$ cat src/rtl/btb_predictor_pkg.sv
// Shared types and defaults for the branch target buffer and the pipeline
// registers that carry its fetch-time hit index.
package btb_predictor_pkg;

  localparam int BTB_ENTRIES_DEFAULT = 4;
  localparam int BTB_CTR_W_DEFAULT   = 2;
  localparam int BTB_IDX_W_DEFAULT   = $clog2(BTB_ENTRIES_DEFAULT);

  typedef struct packed {
    logic                         valid;
    logic [29:0]                  tag;
    logic [31:0]                  target;
    logic [BTB_CTR_W_DEFAULT-1:0] ctr;
  } btb_entry_t;

  typedef struct packed {
    logic [31:0]                  pc;
    logic [31:0]                  instr;
    logic                         btb_hit;
    logic [BTB_IDX_W_DEFAULT-1:0] btb_hit_idx;
    logic                         prediction;
    logic [31:0]                  pred_target;
  } if_id_reg_t;

  typedef struct packed {
    logic [31:0]                  pc;
    logic [31:0]                  imm;
    logic                         btb_hit;
    logic [BTB_IDX_W_DEFAULT-1:0] btb_hit_idx;
    logic                         prediction;
    logic [31:0]                  pred_target;
  } id_ex_reg_t;

endpackage

$ cat src/rtl/btb_predictor_sat_counter.sv
// Combinational saturating up/down counter used for the per-entry direction
// state of the branch target buffer.
module sat_counter #(
  parameter int CTR_W = 2
) (
  input  logic [CTR_W-1:0] ctr_in,
  input  logic             up,
  output logic [CTR_W-1:0] ctr_out
);

  // Step toward all-ones when taken, toward zero when not taken, clamping at both ends.
  always_comb begin
    ctr_out = ctr_in;
    if (up) begin
      if (ctr_in == {CTR_W{1'b1}}) ctr_out = ctr_in;
      else                         ctr_out = ctr_in + CTR_W'(1);
    end else begin
      if (ctr_in == {CTR_W{1'b0}}) ctr_out = ctr_in;
      else                         ctr_out = ctr_in - CTR_W'(1);
    end
  end

endmodule

$ cat src/rtl/btb_predictor.sv
// Fully associative branch target buffer: combinational fetch lookup, EX-stage
// update/allocation with round-robin eviction, and a registered mispredict flag.
module btb_predictor
  import btb_predictor_pkg::*;
#(
  parameter  int ENTRIES = BTB_ENTRIES_DEFAULT,
  parameter  int CTR_W   = BTB_CTR_W_DEFAULT,
  localparam int IDX_W   = $clog2(ENTRIES)
) (
  input  logic             clk,
  input  logic             rst,
  input  logic [31:0]      fetch_pc,
  output logic             btb_hit,
  output logic [IDX_W-1:0] btb_hit_idx,
  output logic             prediction,
  output logic [31:0]      pred_target,
  input  logic             upd_valid,
  input  logic [31:0]      upd_pc,
  input  logic             upd_taken,
  input  logic [31:0]      upd_target,
  input  logic             flush_all,
  output logic             mispredict
);

  localparam logic [CTR_W-1:0] CTR_WEAK_TAKEN = CTR_W'(1) << (CTR_W - 1);

  logic [ENTRIES-1:0] valid_q, valid_d;
  logic [29:0]        tag_q    [ENTRIES];
  logic [31:0]        target_q [ENTRIES];
  logic [CTR_W-1:0]   ctr_q    [ENTRIES];
  logic [IDX_W-1:0]   rr_q, rr_d;
  logic               mispredict_q, mispredict_d;

  logic               hit_s, upd_hit_s, free_found_s;
  logic [IDX_W-1:0]   hit_idx_s, upd_idx_s, free_idx_s, alloc_idx_s;
  logic [CTR_W-1:0]   ctr_next_s;
  logic               ent_we_s;
  logic [IDX_W-1:0]   ent_idx_s;
  logic [31:0]        ent_target_s;
  logic [CTR_W-1:0]   ent_ctr_s;
  logic               unused_pc_lsb_s;

  // Tags cover pc[31:2]; the byte-offset bits never take part in matching.
  assign unused_pc_lsb_s = ^{fetch_pc[1:0], upd_pc[1:0]};

  // Fetch, update and free-slot searches; descending scan leaves the lowest index.
  always_comb begin
    hit_s        = 1'b0;
    hit_idx_s    = '0;
    upd_hit_s    = 1'b0;
    upd_idx_s    = '0;
    free_found_s = 1'b0;
    free_idx_s   = '0;
    for (int i = ENTRIES - 1; i >= 0; i--) begin
      if (valid_q[i] && (tag_q[i] == fetch_pc[31:2])) begin
        hit_s     = 1'b1;
        hit_idx_s = IDX_W'(i);
      end else begin
        hit_s     = hit_s;
      end
      if (valid_q[i] && (tag_q[i] == upd_pc[31:2])) begin
        upd_hit_s = 1'b1;
        upd_idx_s = IDX_W'(i);
      end else begin
        upd_hit_s = upd_hit_s;
      end
      if (!valid_q[i]) begin
        free_found_s = 1'b1;
        free_idx_s   = IDX_W'(i);
      end else begin
        free_found_s = free_found_s;
      end
    end
  end

  assign alloc_idx_s = free_found_s ? free_idx_s : rr_q;

  sat_counter #(.CTR_W(CTR_W)) u_sat_counter (
    .ctr_in  (ctr_q[upd_idx_s]),
    .up      (upd_taken),
    .ctr_out (ctr_next_s)
  );

  // Next-state for valid bits, replacement pointer, entry write port and mispredict.
  always_comb begin
    valid_d      = valid_q;
    rr_d         = rr_q;
    mispredict_d = 1'b0;
    ent_we_s     = 1'b0;
    ent_idx_s    = upd_idx_s;
    ent_target_s = target_q[upd_idx_s];
    ent_ctr_s    = ctr_next_s;
    if (rst || flush_all) begin
      valid_d = '0;
      rr_d    = '0;
    end else if (upd_valid && upd_hit_s) begin
      ent_we_s = 1'b1;
      if (upd_taken) ent_target_s = upd_target;
      else           ent_target_s = target_q[upd_idx_s];
      mispredict_d = (ctr_q[upd_idx_s][CTR_W-1] != upd_taken) ||
                     (upd_taken && (target_q[upd_idx_s] != upd_target));
    end else if (upd_valid && upd_taken) begin
      ent_we_s               = 1'b1;
      ent_idx_s              = alloc_idx_s;
      ent_target_s           = upd_target;
      ent_ctr_s              = CTR_WEAK_TAKEN;
      valid_d[alloc_idx_s]   = 1'b1;
      mispredict_d           = 1'b1;
      // Only an eviction moves the pointer; filling an empty slot leaves it.
      if (free_found_s) rr_d = rr_q;
      else              rr_d = rr_q + IDX_W'(1);
    end else begin
      valid_d = valid_q;
    end
  end

  // Control state: valid bits, replacement pointer and the registered mispredict.
  always_ff @(posedge clk) begin
    if (rst) begin
      valid_q      <= '0;
      rr_q         <= '0;
      mispredict_q <= 1'b0;
    end else begin
      valid_q      <= valid_d;
      rr_q         <= rr_d;
      mispredict_q <= mispredict_d;
    end
  end

  // Entry payload is qualified by valid_q, so it carries no reset.
  always_ff @(posedge clk) begin
    if (ent_we_s) begin
      tag_q[ent_idx_s]    <= upd_pc[31:2];
      target_q[ent_idx_s] <= ent_target_s;
      ctr_q[ent_idx_s]    <= ent_ctr_s;
    end
  end

  assign btb_hit     = hit_s;
  assign btb_hit_idx = hit_idx_s;
  assign prediction  = hit_s & ctr_q[hit_idx_s][CTR_W-1];
  assign pred_target = hit_s ? target_q[hit_idx_s] : 32'h0000_0000;
  assign mispredict  = mispredict_q;

endmodule

$ cat config.mk
export PLATFORM = sky130hd
export DESIGN_NAME = btb_predictor
export DESIGN_NICKNAME = d
export VERILOG_FILES = /design/src/rtl/btb_predictor_pkg.sv /design/src/rtl/btb_predictor_sat_counter.sv /design/src/rtl/btb_predictor.sv
export SDC_FILE = /design/constraint.sdc
export NUM_CORES = 1
export LEC_CHECK = 0
export CAP_MARGIN = 5
export CORE_ASPECT_RATIO = 1.1
export CORE_MARGIN = 3
export CORE_UTILIZATION = 50
export CTS_CLUSTER_DIAMETER = 120
export DETAILED_ROUTE_END_ITERATION = 10
export PLACE_DENSITY_LB_ADDON = 0.3
export SLEW_MARGIN = 20
export SYNTH_ARGS = -nofsm -noshare
export SYNTH_HDL_FRONTEND = slang
export SYNTH_SLANG_ARGS = --single-unit
$ cat constraint.sdc
create_clock -name clk -period 8.4 [get_ports clk]
set_input_delay 1.26 -clock clk [delete_from_list [all_inputs] [get_ports clk]]
set_output_delay 1.26 -clock clk [all_outputs]
set_load 0.005 [all_outputs]
==> Flow_metrics.wiki, run 1 <==
{| class="wikitable"
! Metric !! Value
|-
| Result of the run || completed
|-
| GRT met3 Usage || 0.0258
|-
| Area enclosed by the die boundary || 31,700 um2
|-
| Power, Total || 3060 uW
|-
| Cell count after synthesis || 1,265
|-
| IR drop worst, VDD || 156 uV
|-
| Final worst slack || 1.28 ns
|-
| Capturing instance or port of the critical path || pred_target[18]
|-
| Clock slew at reported path FFs || 0.06 ns
|-
| Dominant delay contributor by cell family on the critical path || buffers and inverters
|-
| Worst Path Arrival || just under 6 ns
|-
| Max-Slew Margin vs Limit || 0.261
|-
| Filler instances || 2,346
|-
| Post-Place Worst Slack || between 1 and 1.5 ns
|-
| Detailed-route wire length || 47.8 mm
|-
| Synthesis-stage register bit count || between 200 and 300
|-
| GRT overflow || 0
|-
| Final RePlAce weighted congestion || 1.09
|-
| Post-route insts no fill || 1,751
|-
| Synthesized area || between 10,000 and 15,000 um2
|-
| Per-cell routed wire length || around 27 um
|-
| Final-report setup violation count || 0
|-
| Clk buf depth || 3
|-
| Worst path buffer plus inverter count || 3
|-
| Final design utilization || 0.604
|-
| Cell row count || between 60 and 70
|-
| Largest net degree at the start of global routing || 67
|-
| Total negative slack || 0 ns
|-
| Number of buffers inserted by port buffering || 133
|-
| Highest-utilization routing layer at the global route stage || met2
|-
| MaxCap Viol Count || 0
|-
| Chip Width || 170 um
|-
| Final period utilization || 0.847
|-
| Initial core utilization || 0.512
|-
| Final HPWL from detailed placement || 35.9 mm
|-
| Post-synthesis sequential area ratio || 0.530
|-
| EDFF count, synth || 256
|-
| Power per cell area || 176 nW/um2
|-
| Wire length of the first global-routing pass || 69.4 mm
|-
| Post-synth ARST share || 0
|-
| Leak || ~0.0057 uW
|-
| Crit. path cell count || 11
|-
| Met2 capacity usage during global routing || 0.554
|-
| Placed cell count || about 1,700
|-
| Max stage delay cell, worst path || sky130_fd_sc_hd__buf_4
|-
| Max-slew violations || 0
|-
| Post-synth top area share || 0.520
|-
| Post-synth net total || roughly 1,400
|-
| Kind of end point of the critical path || primary output
|-
| Reg-to-reg critical path startpoint || tag_q[0][16]$_DFFE_PP_
|-
| Area of the core || 28,900 um2
|-
| Net count reported at finish || 1,462
|-
| Area of the multi-input gates || 6640 um2
|-
| Post-route minimum period || just over 7 ns
|-
| # clock sinks || 263
|-
| Critical Setup Path Class || in -> out
|-
| Count of nets left with antenna violations after detail routing || 0
|-
| Final hold viol count || 0
|-
| Fmax || about 140 MHz
|-
| Root buffer selected by CTS || sky130_fd_sc_hd__clkbuf_16
|-
| Top FF cell, synth || sky130_fd_sc_hd__edfxtp_1
|-
| TritonCTS clock tree || done
|-
| Deepest level of the CTS H-tree || 1
|-
| Unique masters post-synth || 64
|-
| Vias in the first global route || 10,900
|-
| Total number of vias || ~11,000
|-
| Unrepaired setup endpoints after global routing || no
|-
| Register-to-Register Path Depth || 11
|-
| Per-cell via count in the routed design || a little over 6
|-
| Hold-fix buffers, CTS || 0
|-
| Required time reported for the critical path endpoint || 7.14 ns
|-
| Total clock buffers created by CTS || 28
|-
| Critical path launch point || fetch_pc[23]
|-
| Overall global routing resource usage || 0.296
|-
| Type of the tightest min-delay check || reg -> reg
|-
| Gates resized, CTS repair || 0
|-
| Critical register-to-register path endpoint || mispredict$_SDFF_PP0_
|-
| Largest clock skew in the final design || between 0.008 and 0.009 ns
|-
| Iteration count of the initial detailed-routing pass || 5
|-
| Fraction of layout cells with a size suffix above 1 || 0.0911
|-
| Element type at the critical path start || input pin
|-
| I/O pin count || 138
|-
| Signed area change from the synthesized netlist to the final layout || 18.1%
|-
| Actual transition at the worst max-transition pin || 1.10 ns
|-
| DRC violation count after routing || 0
|-
| Met1 track utilization from global routing || 0.339
|-
| Setup slack on the worst flop-to-flop path || 3.35 ns
|-
| Diodes inserted || 0
|-
| Library cell appearing most often on the critical path || sky130_fd_sc_hd__clkdlybuf4s50_1
|-
| Crit-path max FO || between 60 and 70
|-
| Peak per-stage delay on the critical path || between 0.8 and 0.9 ns
|-
| Initial antenna violation count || 0
|-
| Count of buffers added by post-CTS timing repair for setup || 0
|-
| Warning count from the yosys run || 0
|-
| Worst skew pair latency || 0.55 ns
|-
| Die height || ~190 um
|-
| FF/Latch Area || ~7800 um2
|-
| Yosys top cell by area || sky130_fd_sc_hd__edfxtp_1
|-
| Synthesized area per cell || 11.7 um2
|-
| List of cells traversed by the critical path || clkdlybuf4s50_1 -> xnor2_1 -> nand3_1 -> or4b_2 -> nor4_1 -> nand4_1 -> a211oi_4 -> buf_4 -> mux2_2 -> o211a_1 -> clkdlybuf4s50_1
|-
| Leading cell types by total area after synthesis || sky130_fd_sc_hd__edfxtp_1, sky130_fd_sc_hd__xnor2_1, sky130_fd_sc_hd__mux2i_1, sky130_fd_sc_hd__xor2_1, sky130_fd_sc_hd__nand4_1
|-
| Number of design-rule violations left by the first detailed-router iteration || 1,041
|}
tightest hold or removal path, stage by stage (launching register included):
cell and delay (ns):
sky130_fd_sc_hd__dfxtp_1 0.32, sky130_fd_sc_hd__xor2_1 0.15, sky130_fd_sc_hd__nor3_1 0.05
cells in the mapped netlist, types with 4 or more instances:
cell type                  number
sky130_fd_sc_hd__dfxtp_1        7
sky130_fd_sc_hd__nor3_1        17
sky130_fd_sc_hd__a21oi_1       14
sky130_fd_sc_hd__mux2i_1       64
sky130_fd_sc_hd__xor2_1        66
sky130_fd_sc_hd__xnor2_2        8
sky130_fd_sc_hd__a211oi_1       4
sky130_fd_sc_hd__nand4_1       84
sky130_fd_sc_hd__nand2_1      120
sky130_fd_sc_hd__or4_1          5
sky130_fd_sc_hd__inv_1          5
sky130_fd_sc_hd__nand3_1       22
sky130_fd_sc_hd__a21o_1         5
sky130_fd_sc_hd__edfxtp_1     256
sky130_fd_sc_hd__nor2b_1        6
sky130_fd_sc_hd__nor2_1        69
sky130_fd_sc_hd__buf_4          4
sky130_fd_sc_hd__o22ai_1       20
sky130_fd_sc_hd__nor4_1        42
sky130_fd_sc_hd__a31oi_1        4
sky130_fd_sc_hd__clkbuf_1      53
sky130_fd_sc_hd__mux2_2        41
sky130_fd_sc_hd__xnor2_1      190
sky130_fd_sc_hd__o21ai_0       31
sky130_fd_sc_hd__nand2b_1       5
sky130_fd_sc_hd__o211ai_1       4
sky130_fd_sc_hd__buf_2         22
sky130_fd_sc_hd__or3_1         14
sky130_fd_sc_hd__o211a_1       33
per-stage QoR:
stage	hold WS, ns	area (um2)
after floorplan	0.526	14800
after global placement	0.558	16400
after detailed placement	0.553	16400
after CTS	0.574	17400
after global routing	0.606	17400
final	0.570	17400
metal layers:
layer  wire (um)  vias to the layer above
met3        2030                       97
met4        2580                        0
met2       25600                      393
met1       17600                     5295
li1            -                     4897
met5           0                        -
registers in the layout, summed over array words and instances, names as in the netlist:
name and count:
mispredict 1, ctr_q 8, tag_q 120, valid_q 4, target_q 128, rr_q 2
final cells by class:
type | count | share of cell area
clock buffers | 38 | 0.0458
clock inverters | 14 | 0.0127
inverters | 5 | 0.00108
multi-input cells | 915 | 0.380
flip-flops and latches | 263 | 0.449
well taps | 368 | 0.0264
repair buffers | 148 | 0.0849
worst min path at each step:
stage	depth (start not counted)	slack (ns)	start	to
2_1_floorplan	2	0.53	rr_q[1]$_SDFFE_PP0P_	rr_q[1]$_SDFFE_PP0P_
3_5_place_dp	2	0.55	rr_q[1]$_SDFFE_PP0P_	rr_q[1]$_SDFFE_PP0P_
3_3_place_gp	2	0.56	rr_q[1]$_SDFFE_PP0P_	rr_q[1]$_SDFFE_PP0P_
6_report	2	0.57	rr_q[1]$_SDFFE_PP0P_	rr_q[1]$_SDFFE_PP0P_
4_1_cts	2	0.57	rr_q[1]$_SDFFE_PP0P_	rr_q[1]$_SDFFE_PP0P_
5_1_grt	2	0.61	rr_q[0]$_SDFFE_PP0P_	rr_q[0]$_SDFFE_PP0P_
cells by family after synthesis:
group / count (synthesis) / share of synthesized area
AND/OR/NAND/NOR: 403 / 0.139
XOR/XNOR: 264 / 0.161
flip-flops: 263 / 0.530
AO/OA/AOI/OAI: 143 / 0.0705
multiplexers: 105 / 0.0746
buffers and inverters: 87 / 0.0260
report_power, final:
| group | total, uW | leakage [uW] | internal [uW] | switching (uW) |
|---|---|---|---|---|
| Clock | 1360 | 0.000504 | 848 | 507 |
| Sequential | 1450 | 0.00236 | 1440 | 5.85 |
| Combinational | 258 | 0.00288 | 101 | 158 |
placed cells by master, fill, tap and decap left out, drive strengths merged, types with 6 or more instances in the layout:
cell           instances
clkbuf                38
bufinv                 6
nand3                 22
nor2                  69
nor3                  17
nand4                 84
or4                    7
nor2b                  6
xnor2                198
o211a                 33
a21oi                 14
o22ai                 20
xor2                  66
clkdlybuf4s50        133
buf                   15
edfxtp               256
nand2                120
or3                   14
o21ai                 34
clkinv                 8
dfxtp                  7
nor4                  42
mux2i                 64
mux2                  41
(Power assumes the default switching activity.)
==> run 2: changes to the inputs <==
- clock period: 8.4 -> 6.7 ns (I/O delays scaled with it)
==> Flow_metrics.wiki, run 2 (synthesis gave the netlist of run 1 again) <==
{| class="wikitable"
! Metric !! Value
|-
| WHS Path Cells || 2 (unchanged)
|-
| Required time reported for the critical path endpoint || 5.69 ns (was 7.14 ns)
|-
| Final cell area excluding filler cells || 17,400 um2 (about the same)
|-
| Hold-fix buffers, CTS || 0 (unchanged)
|-
| Clock share of power || 0.422 (was 0.442)
|-
| Library cell appearing most often on the critical path || sky130_fd_sc_hd__clkdlybuf4s50_1 (unchanged)
|-
| Area of the core || 28,900 um2 (unchanged)
|-
| Commonest non-fill, non-tap cells in the layout || sky130_fd_sc_hd__edfxtp_1, sky130_fd_sc_hd__xnor2_1, sky130_fd_sc_hd__clkdlybuf4s50_1, sky130_fd_sc_hd__nand2_1, sky130_fd_sc_hd__nand4_1 (unchanged)
|-
| Peak per-stage delay on the critical path || 0.64 ns (was 0.81 ns)
|-
| Final period utilization || 0.922
|-
| Max-Slew Margin vs Limit || 0.336 (was 0.261)
|-
| Diodes inserted || 0 (unchanged)
|-
| Max FFs per register || 128 (unchanged)
|-
| Initial antenna violation count || 0 (unchanged)
|-
| Number of buffers inserted by port buffering || 133 (unchanged)
|-
| MaxCap Viol Count || 0 (unchanged)
|-
| Count of buffers added by post-CTS timing repair for setup || 0 (unchanged)
|-
| Register-to-Register Path Depth || 12 (was 11)
|-
| Fmax || 162 MHz
|-
| Per-cell via count in the routed design || 6.10 (about the same)
|-
| Combinational share of power || 0.086 (was 0.084)
|-
| Worst skew pair latency || 0.55 ns (about the same)
|-
| Initial core utilization || 0.512 (unchanged)
|-
| Net count reported at finish || 1,472 (was 1,462)
|-
| Largest clock skew in the final design || 0.0209 ns (was 0.00813 ns)
|-
| DRC violation count after routing || 0 (unchanged)
|-
| Overall global routing resource usage || 0.277 (was 0.296)
|-
| Total clock buffers created by CTS || 28 (unchanged)
|-
| Critical Setup Path Class || in -> out (unchanged)
|-
| IR drop worst, VDD || 273 uV (was 156 uV)
|-
| Final hold viol count || 0 (unchanged)
|-
| Cell row count || 65 (unchanged)
|-
| Post-route minimum period || about 6.2 ns
|-
| Deepest level of the CTS H-tree || 1 (unchanged)
|-
| Pint || 2880 uW (was 2390 uW)
|-
| Worst path buffer plus inverter count || 3 (unchanged)
|-
| Crit-path max FO || 66 (unchanged)
|-
| Leak || 0.00574 uW (was 0.00575 uW)
|-
| Gates resized, CTS repair || 0 (unchanged)
|-
| Clock slew at reported path FFs || 0.06 ns (about the same)
|-
| GRT overflow || 0 (unchanged)
|-
| Reported net switching power || 816 uW (was 671 uW)
|-
| Final RePlAce weighted congestion || 1.00 (was 1.09)
|-
| Final-report setup violation count || 0 (unchanged)
|-
| Largest net degree at the start of global routing || 68 (was 67)
|-
| Setup slack on the worst flop-to-flop path || 2.05 ns (was 3.35 ns)
|-
| Fraction of layout cells with a size suffix above 1 || 0.0927 (was 0.0911)
|-
| Wire length of the first global-routing pass || 65.8 mm (was 69.4 mm)
|-
| Worst Path Arrival || 5.17 ns (was 5.86 ns)
|-
| I/O pin count || 138 (unchanged)
|-
| Total negative slack || 0 ns (unchanged)
|-
| Element type at the critical path start || input pin (unchanged)
|-
| List of cells traversed by the critical path || clkdlybuf4s50_1 -> xor2_1 -> nor2_1 -> nand3_1 -> or4b_2 -> nor4_1 -> nand4_1 -> a211oi_4 -> buf_12 -> mux2_2 -> o211a_1 -> clkdlybuf4s50_1 (was clkdlybuf4s50_1 -> xnor2_1 -> nand3_1 -> or4b_2 -> nor4_1 -> nand4_1 -> a211oi_4 -> buf_4 -> mux2_2 -> o211a_1 -> clkdlybuf4s50_1)
|-
| Actual transition at the worst max-transition pin || 0.994 ns (was 1.10 ns)
|-
| Most flops, register || target_q (unchanged)
|-
| Result of the run || completed (unchanged)
|-
| Iteration count of the initial detailed-routing pass || 5 (unchanged)
|-
| Root buffer selected by CTS || sky130_fd_sc_hd__clkbuf_16 (unchanged)
|-
| Max-slew violations || 0 (unchanged)
|-
| Power per cell area || 212 nW/um2 (was 176 nW/um2)
|-
| Kind of end point of the critical path || primary output (unchanged)
|-
| # clock sinks || 263 (unchanged)
|-
| Dominant delay contributor by cell family on the critical path || buffers and inverters (unchanged)
|-
| Final HPWL from detailed placement || 33.2 mm (was 35.9 mm)
|-
| Registers with the most flip-flops || target_q x128, tag_q x120, ctr_q x8 (unchanged)
|-
| Critical register-to-register path endpoint || mispredict$_SDFF_PP0_ (unchanged)
|-
| Final worst slack || 0.526 ns (was 1.28 ns)
|-
| Die height || 186 um (unchanged)
|-
| Sw Share || 0.221 (was 0.219)
|-
| Max stage delay cell, worst path || sky130_fd_sc_hd__clkdlybuf4s50_1 (was sky130_fd_sc_hd__buf_4)
|-
| Type of the tightest min-delay check || reg -> reg (unchanged)
|-
| Signed area change from the synthesized netlist to the final layout || 18.0% (was 18.1%)
|-
| Hold path startpoint || rr_q[0]$_SDFFE_PP0P_ (was rr_q[1]$_SDFFE_PP0P_)
|-
| Number of design-rule violations left by the first detailed-router iteration || 911 (was 1,041)
|-
| Area enclosed by the die boundary || 31,700 um2 (unchanged)
|-
| Placed Area || 16,500 um2 (was 16,400 um2)
|-
| End of the worst hold path || rr_q[0]$_SDFFE_PP0P_ (was rr_q[1]$_SDFFE_PP0P_)
|-
| TritonCTS clock tree || done (unchanged)
|-
| Most common cell after layout, fill and taps aside || sky130_fd_sc_hd__edfxtp_1 (unchanged)
|-
| Unrepaired setup endpoints after global routing || no (unchanged)
|-
| Per-cell routed wire length || 25.5 um (was 27.3 um)
|-
| Total number of vias || 10,700 (about the same)
|-
| Clk buf depth || 3 (unchanged)
|-
| Detailed-route wire length || 44.9 mm (was 47.8 mm)
|-
| Reg-to-reg critical path startpoint || tag_q[1][25]$_DFFE_PP_ (was tag_q[0][16]$_DFFE_PP_)
|-
| Count of nets left with antenna violations after detail routing || 0 (unchanged)
|-
| Sequential share of power || 0.492 (was 0.473)
|-
| Chip Width || 170 um (unchanged)
|-
| Vias in the first global route || 10,800 (was 10,900)
|-
| Post-Place Worst Slack || 0.602 ns (was 1.34 ns)
|}
## run 2: changes by cell type in the layout (fill, tap and decap cells not counted), sizes merged
cell / previous run / this run
buf: 15 / 25
clkinv: 8 / 11
clkbuf: 38 / 35
bufinv: 6 / 4
## run 2: per-stage QoR
stage	total power [uW]	util	instances	hold slack, ns
2_1_floorplan	2010	-	1265	0.526
3_3_place_gp	2160	0.572	1709	0.553
3_5_place_dp	2170	0.572	1709	0.552
4_1_cts	3710	0.604	1759	0.573
5_1_grt	3800	0.604	1759	0.622
6_report	3690	0.604	1759	0.569
## run 2: per-layer routing
layer,vias up,track usage,part of all wire
met4,0,0.150,0.065
met5,-,0,0
li1,4919,-,-
met2,461,0.493,0.51
met3,121,0.0263,0.050
met1,5222,0.328,0.37
## run 2: cell type report
| cell class | count | area, um2 |
|---|---|---|
| sequential | 263 | 7830 |
| multi-input combinational | 915 | 6640 |
| timing repair buffer | 158 | 1580 |
| clock buffer | 35 | 748 |
| tap | 368 | 460 |
| clock inverter | 15 | 168 |
| inverter | 5 | 18.8 |
| fill | 2369 | 11400 |
## run 2: power by group through the flow
stage	Clock [uW]	Sequential, uW	Combinational, uW
2_1_floorplan	0	1850	159
3_3_place_gp	0	1850	312
3_5_place_dp	0	1850	314
4_1_cts	1570	1820	316
5_1_grt	1650	1820	334
6_report	1560	1820	318
## run 2: how the worst max path moves through the flow
stage | from | to | slack, ns | cells past startpoint
floorplan | upd_pc[15] | ctr_q[1][0]$_DFFE_PP_ | 0.42 | 11
global placement | fetch_pc[7] | pred_target[18] | 0.63 | 12
global route | fetch_pc[7] | pred_target[18] | 0.43 | 12
CTS | fetch_pc[7] | pred_target[18] | 0.59 | 12
detailed placement | fetch_pc[7] | pred_target[18] | 0.60 | 12
finish | fetch_pc[29] | pred_target[18] | 0.53 | 12
## run 2: worst register-to-register path: stages (launching register included)
cell and delay (ns):
sky130_fd_sc_hd__edfxtp_1 0.43, sky130_fd_sc_hd__xnor2_1 0.50, sky130_fd_sc_hd__nand4_1 0.19, sky130_fd_sc_hd__or4_1 0.60, sky130_fd_sc_hd__or2_1 0.38, sky130_fd_sc_hd__a21oi_4 0.82, sky130_fd_sc_hd__buf_4 0.30, sky130_fd_sc_hd__mux2i_1 0.28
sky130_fd_sc_hd__a211o_1 0.18, sky130_fd_sc_hd__nor2_1 0.09, sky130_fd_sc_hd__nor4_1 0.32, sky130_fd_sc_hd__nand4_1 0.20, sky130_fd_sc_hd__o31a_1 0.27
==> run 3: changes to the inputs <==
- CTS_CLUSTER_SIZE: not set -> 10
==> Flow_metrics.wiki, run 3 (synthesis gave the netlist of run 1 again) <==
{| class="wikitable"
! Metric !! Value
|-
| Largest net degree at the start of global routing || 68 (unchanged)
|-
| DRC violation count after routing || 0 (unchanged)
|-
| Total negative slack || 0 ns (unchanged)
|-
| Actual transition at the worst max-transition pin || 0.979 ns (was 0.994 ns)
|-
| Placed Area || 16,500 um2 (unchanged)
|-
| Type of the tightest min-delay check || reg -> reg (unchanged)
|-
| Max stage delay cell, worst path || sky130_fd_sc_hd__or4b_2 (was sky130_fd_sc_hd__clkdlybuf4s50_1)
|-
| Count of nets left with antenna violations after detail routing || 0 (unchanged)
|-
| Largest clock skew in the final design || 0.0236 ns (was 0.0209 ns)
|-
| Initial core utilization || 0.512 (unchanged)
|-
| Kind of end point of the critical path || primary output (unchanged)
|-
| Most flops, register || target_q (unchanged)
|-
| Required time reported for the critical path endpoint || 5.69 ns (about the same)
|-
| Power, Total || 3590 uW (was 3690 uW)
|-
| Final-report setup violation count || 0 (unchanged)
|-
| Reported net switching power || 818 uW (was 816 uW)
|-
| Hold-fix buffers, CTS || 0 (unchanged)
|-
| Filler instances || 2,387 (was 2,369)
|-
| List of cells traversed by the critical path || clkdlybuf4s50_1 -> xor2_1 -> nor2_1 -> nand3_1 -> or4b_2 -> nor4_1 -> nand4_1 -> a211oi_4 -> buf_12 -> mux2_2 -> o211a_1 -> clkdlybuf4s50_1 (unchanged)
|-
| Final HPWL from detailed placement || 33.2 mm (unchanged)
|-
| Overall global routing resource usage || 0.278 (was 0.277)
|-
| Per-cell routed wire length || 25.8 um (was 25.5 um)
|-
| Number of design-rule violations left by the first detailed-router iteration || 905 (was 911)
|-
| Clock slew at reported path FFs || 0.05 ns (was 0.06 ns)
|-
| WL met2 || 22.8 mm (was 23.0 mm)
|-
| Gates resized, CTS repair || 0 (unchanged)
|-
| Final cell area excluding filler cells || 17,400 um2 (about the same)
|-
| Post-Place Worst Slack || 0.602 ns (unchanged)
|-
| Sw Share || 0.228 (was 0.221)
|-
| Element type at the critical path start || input pin (unchanged)
|-
| Count of buffers added by post-CTS timing repair for setup || 0 (unchanged)
|-
| Peak per-stage delay on the critical path || 0.63 ns (was 0.64 ns)
|-
| Pint || 2770 uW (was 2880 uW)
|-
| Worst skew pair latency || 0.56 ns (was 0.55 ns)
|-
| Clk buf depth || 3 (unchanged)
|-
| # clock sinks || 263 (unchanged)
|-
| Post-route minimum period || 6.16 ns (was 6.17 ns)
|-
| MaxCap Viol Count || 0 (unchanged)
|-
| Max FFs per register || 128 (unchanged)
|-
| Signed area change from the synthesized netlist to the final layout || 17.4% (was 18.0%)
|-
| Registers with the most flip-flops || target_q x128, tag_q x120, ctr_q x8 (unchanged)
|-
| Combinational share of power || 0.089 (was 0.086)
|-
| Commonest non-fill, non-tap cells in the layout || sky130_fd_sc_hd__edfxtp_1, sky130_fd_sc_hd__xnor2_1, sky130_fd_sc_hd__clkdlybuf4s50_1, sky130_fd_sc_hd__nand2_1, sky130_fd_sc_hd__nand4_1 (unchanged)
|-
| TritonCTS clock tree || done (unchanged)
|-
| Number of buffers inserted by port buffering || 133 (unchanged)
|-
| Initial antenna violation count || 0 (unchanged)
|-
| Wire length of the first global-routing pass || 66.0 mm (was 65.8 mm)
|-
| Final worst slack || 0.543 ns (was 0.526 ns)
|-
| Deepest level of the CTS H-tree || 1 (unchanged)
|-
| Critical Setup Path Class || in -> out (unchanged)
|-
| Met3 Routed Length || 2.31 mm (was 2.25 mm)
|-
| Chip Width || 170 um (unchanged)
|-
| Clock share of power || 0.404 (was 0.422)
|-
| Root buffer selected by CTS || sky130_fd_sc_hd__clkbuf_16 (unchanged)
|-
| Per-cell via count in the routed design || 6.17 (was 6.10)
|-
| Area of the core || 28,900 um2 (unchanged)
|-
| Total clock buffers created by CTS || 30 (was 28)
|-
| Cell row count || 65 (unchanged)
|-
| Sequential share of power || 0.507 (was 0.492)
|-
| Final hold viol count || 0 (unchanged)
|-
| Detailed-route wire length || 45.2 mm (was 44.9 mm)
|-
| Max-slew violations || 0 (unchanged)
|-
| Iteration count of the initial detailed-routing pass || 7 (was 5)
|-
| Library cell appearing most often on the critical path || sky130_fd_sc_hd__clkdlybuf4s50_1 (unchanged)
|-
| Result of the run || completed (unchanged)
|-
| Unrepaired setup endpoints after global routing || no (unchanged)
|-
| Diodes inserted || 0 (unchanged)
|-
| Crit-path max FO || 66 (unchanged)
|-
| Max-Slew Margin vs Limit || 0.346 (was 0.336)
|-
| Final RePlAce weighted congestion || 1.00 (unchanged)
|-
| Die height || 186 um (unchanged)
|-
| Dominant delay contributor by cell family on the critical path || simple AND/OR/NAND/NOR gates (was buffers and inverters)
|-
| IR drop worst, VDD || 203 uV (was 273 uV)
|-
| Worst Path Arrival || 5.15 ns (was 5.17 ns)
|-
| Total routed wire length on the met1 layer || 16.8 mm (was 16.7 mm)
|-
| Area enclosed by the die boundary || 31,700 um2 (unchanged)
|-
| Top layer used by detailed routing || met4 (unchanged)
|-
| Most common cell after layout, fill and taps aside || sky130_fd_sc_hd__edfxtp_1 (unchanged)
|-
| Fraction of layout cells with a size suffix above 1 || 0.0889 (was 0.0927)
|-
| Final period utilization || 0.919 (was 0.922)
|-
| Fmax || 162 MHz (about the same)
|-
| Worst path buffer plus inverter count || 3 (unchanged)
|-
| Power per cell area || 207 nW/um2 (was 212 nW/um2)
|-
| Total number of vias || 10,800 (was 10,700)
|-
| Leak || 0.00569 uW (was 0.00574 uW)
|-
| I/O pin count || 138 (unchanged)
|-
| GRT overflow || 0 (unchanged)
|-
| Vias in the first global route || 10,900 (was 10,800)
|-
| Net count reported at finish || 1,474 (was 1,472)
|}
==> run 3: path summary, 6_finish.rpt <==
| path | startpoint | to | slack (ns) | cells after the start |
|---|---|---|---|---|
| max reg2reg | tag_q[1][25]$_DFFE_PP_ | mispredict$_SDFF_PP0_ | 2.00 | 12 |
| min | rr_q[0]$_SDFFE_PP0P_ | rr_q[0]$_SDFFE_PP0P_ | 0.58 | 2 |
| max | fetch_pc[7] | pred_target[11] | 0.54 | 12 |
| min reg2reg | rr_q[0]$_SDFFE_PP0P_ | rr_q[0]$_SDFFE_PP0P_ | 0.58 | 2 |
==> run 3: power groups by stage <==
stage | clock network (uW) | logic (uW) | registers, uW
finish | 1450 | 318 | 1820
global route | 1540 | 334 | 1820
CTS | 1470 | 316 | 1820
detailed placement | 0 | 314 | 1850
global placement | 0 | 312 | 1850
floorplan | 0 | 159 | 1850
==> run 3: metal layers <==
metal  global-route usage  up-vias
li1                     -     4915
met1                0.328     5321
met2                0.487      441
met3               0.0284      134
met4                0.166        0
met5                    0        -
==> run 3: worst reg2reg max path, stage by stage, from the launching register on <==
cell and delay [ns]:
sky130_fd_sc_hd__edfxtp_1 0.43, sky130_fd_sc_hd__xnor2_1 0.51, sky130_fd_sc_hd__nand4_1 0.19, sky130_fd_sc_hd__or4_1 0.60
sky130_fd_sc_hd__or2_1 0.39, sky130_fd_sc_hd__a21oi_4 0.81, sky130_fd_sc_hd__buf_4 0.30, sky130_fd_sc_hd__mux2i_1 0.26
sky130_fd_sc_hd__a211o_1 0.19, sky130_fd_sc_hd__nor2_1 0.10, sky130_fd_sc_hd__nor4_1 0.34, sky130_fd_sc_hd__nand4_1 0.21
sky130_fd_sc_hd__o31a_1 0.27
==> run 3: per-stage QoR <==
step	utilization	cells	hold slack, ns
after global routing	0.601	1752	0.626
after floorplan	-	1265	0.526
after detailed placement	0.572	1709	0.552
after global placement	0.572	1709	0.553
final	0.601	1752	0.576
after CTS	0.601	1752	0.580
==> run 3: cell type report <==
class	instances	area [um2]	share of cell area
well taps	368	460	0.0265
clock inverters	1	8.76	0.000505
multi-input cells	915	6640	0.383
clock buffers	42	817	0.0471
flip-flops and latches	263	7830	0.451
repair buffers	158	1580	0.0911
inverters	5	18.8	0.00108
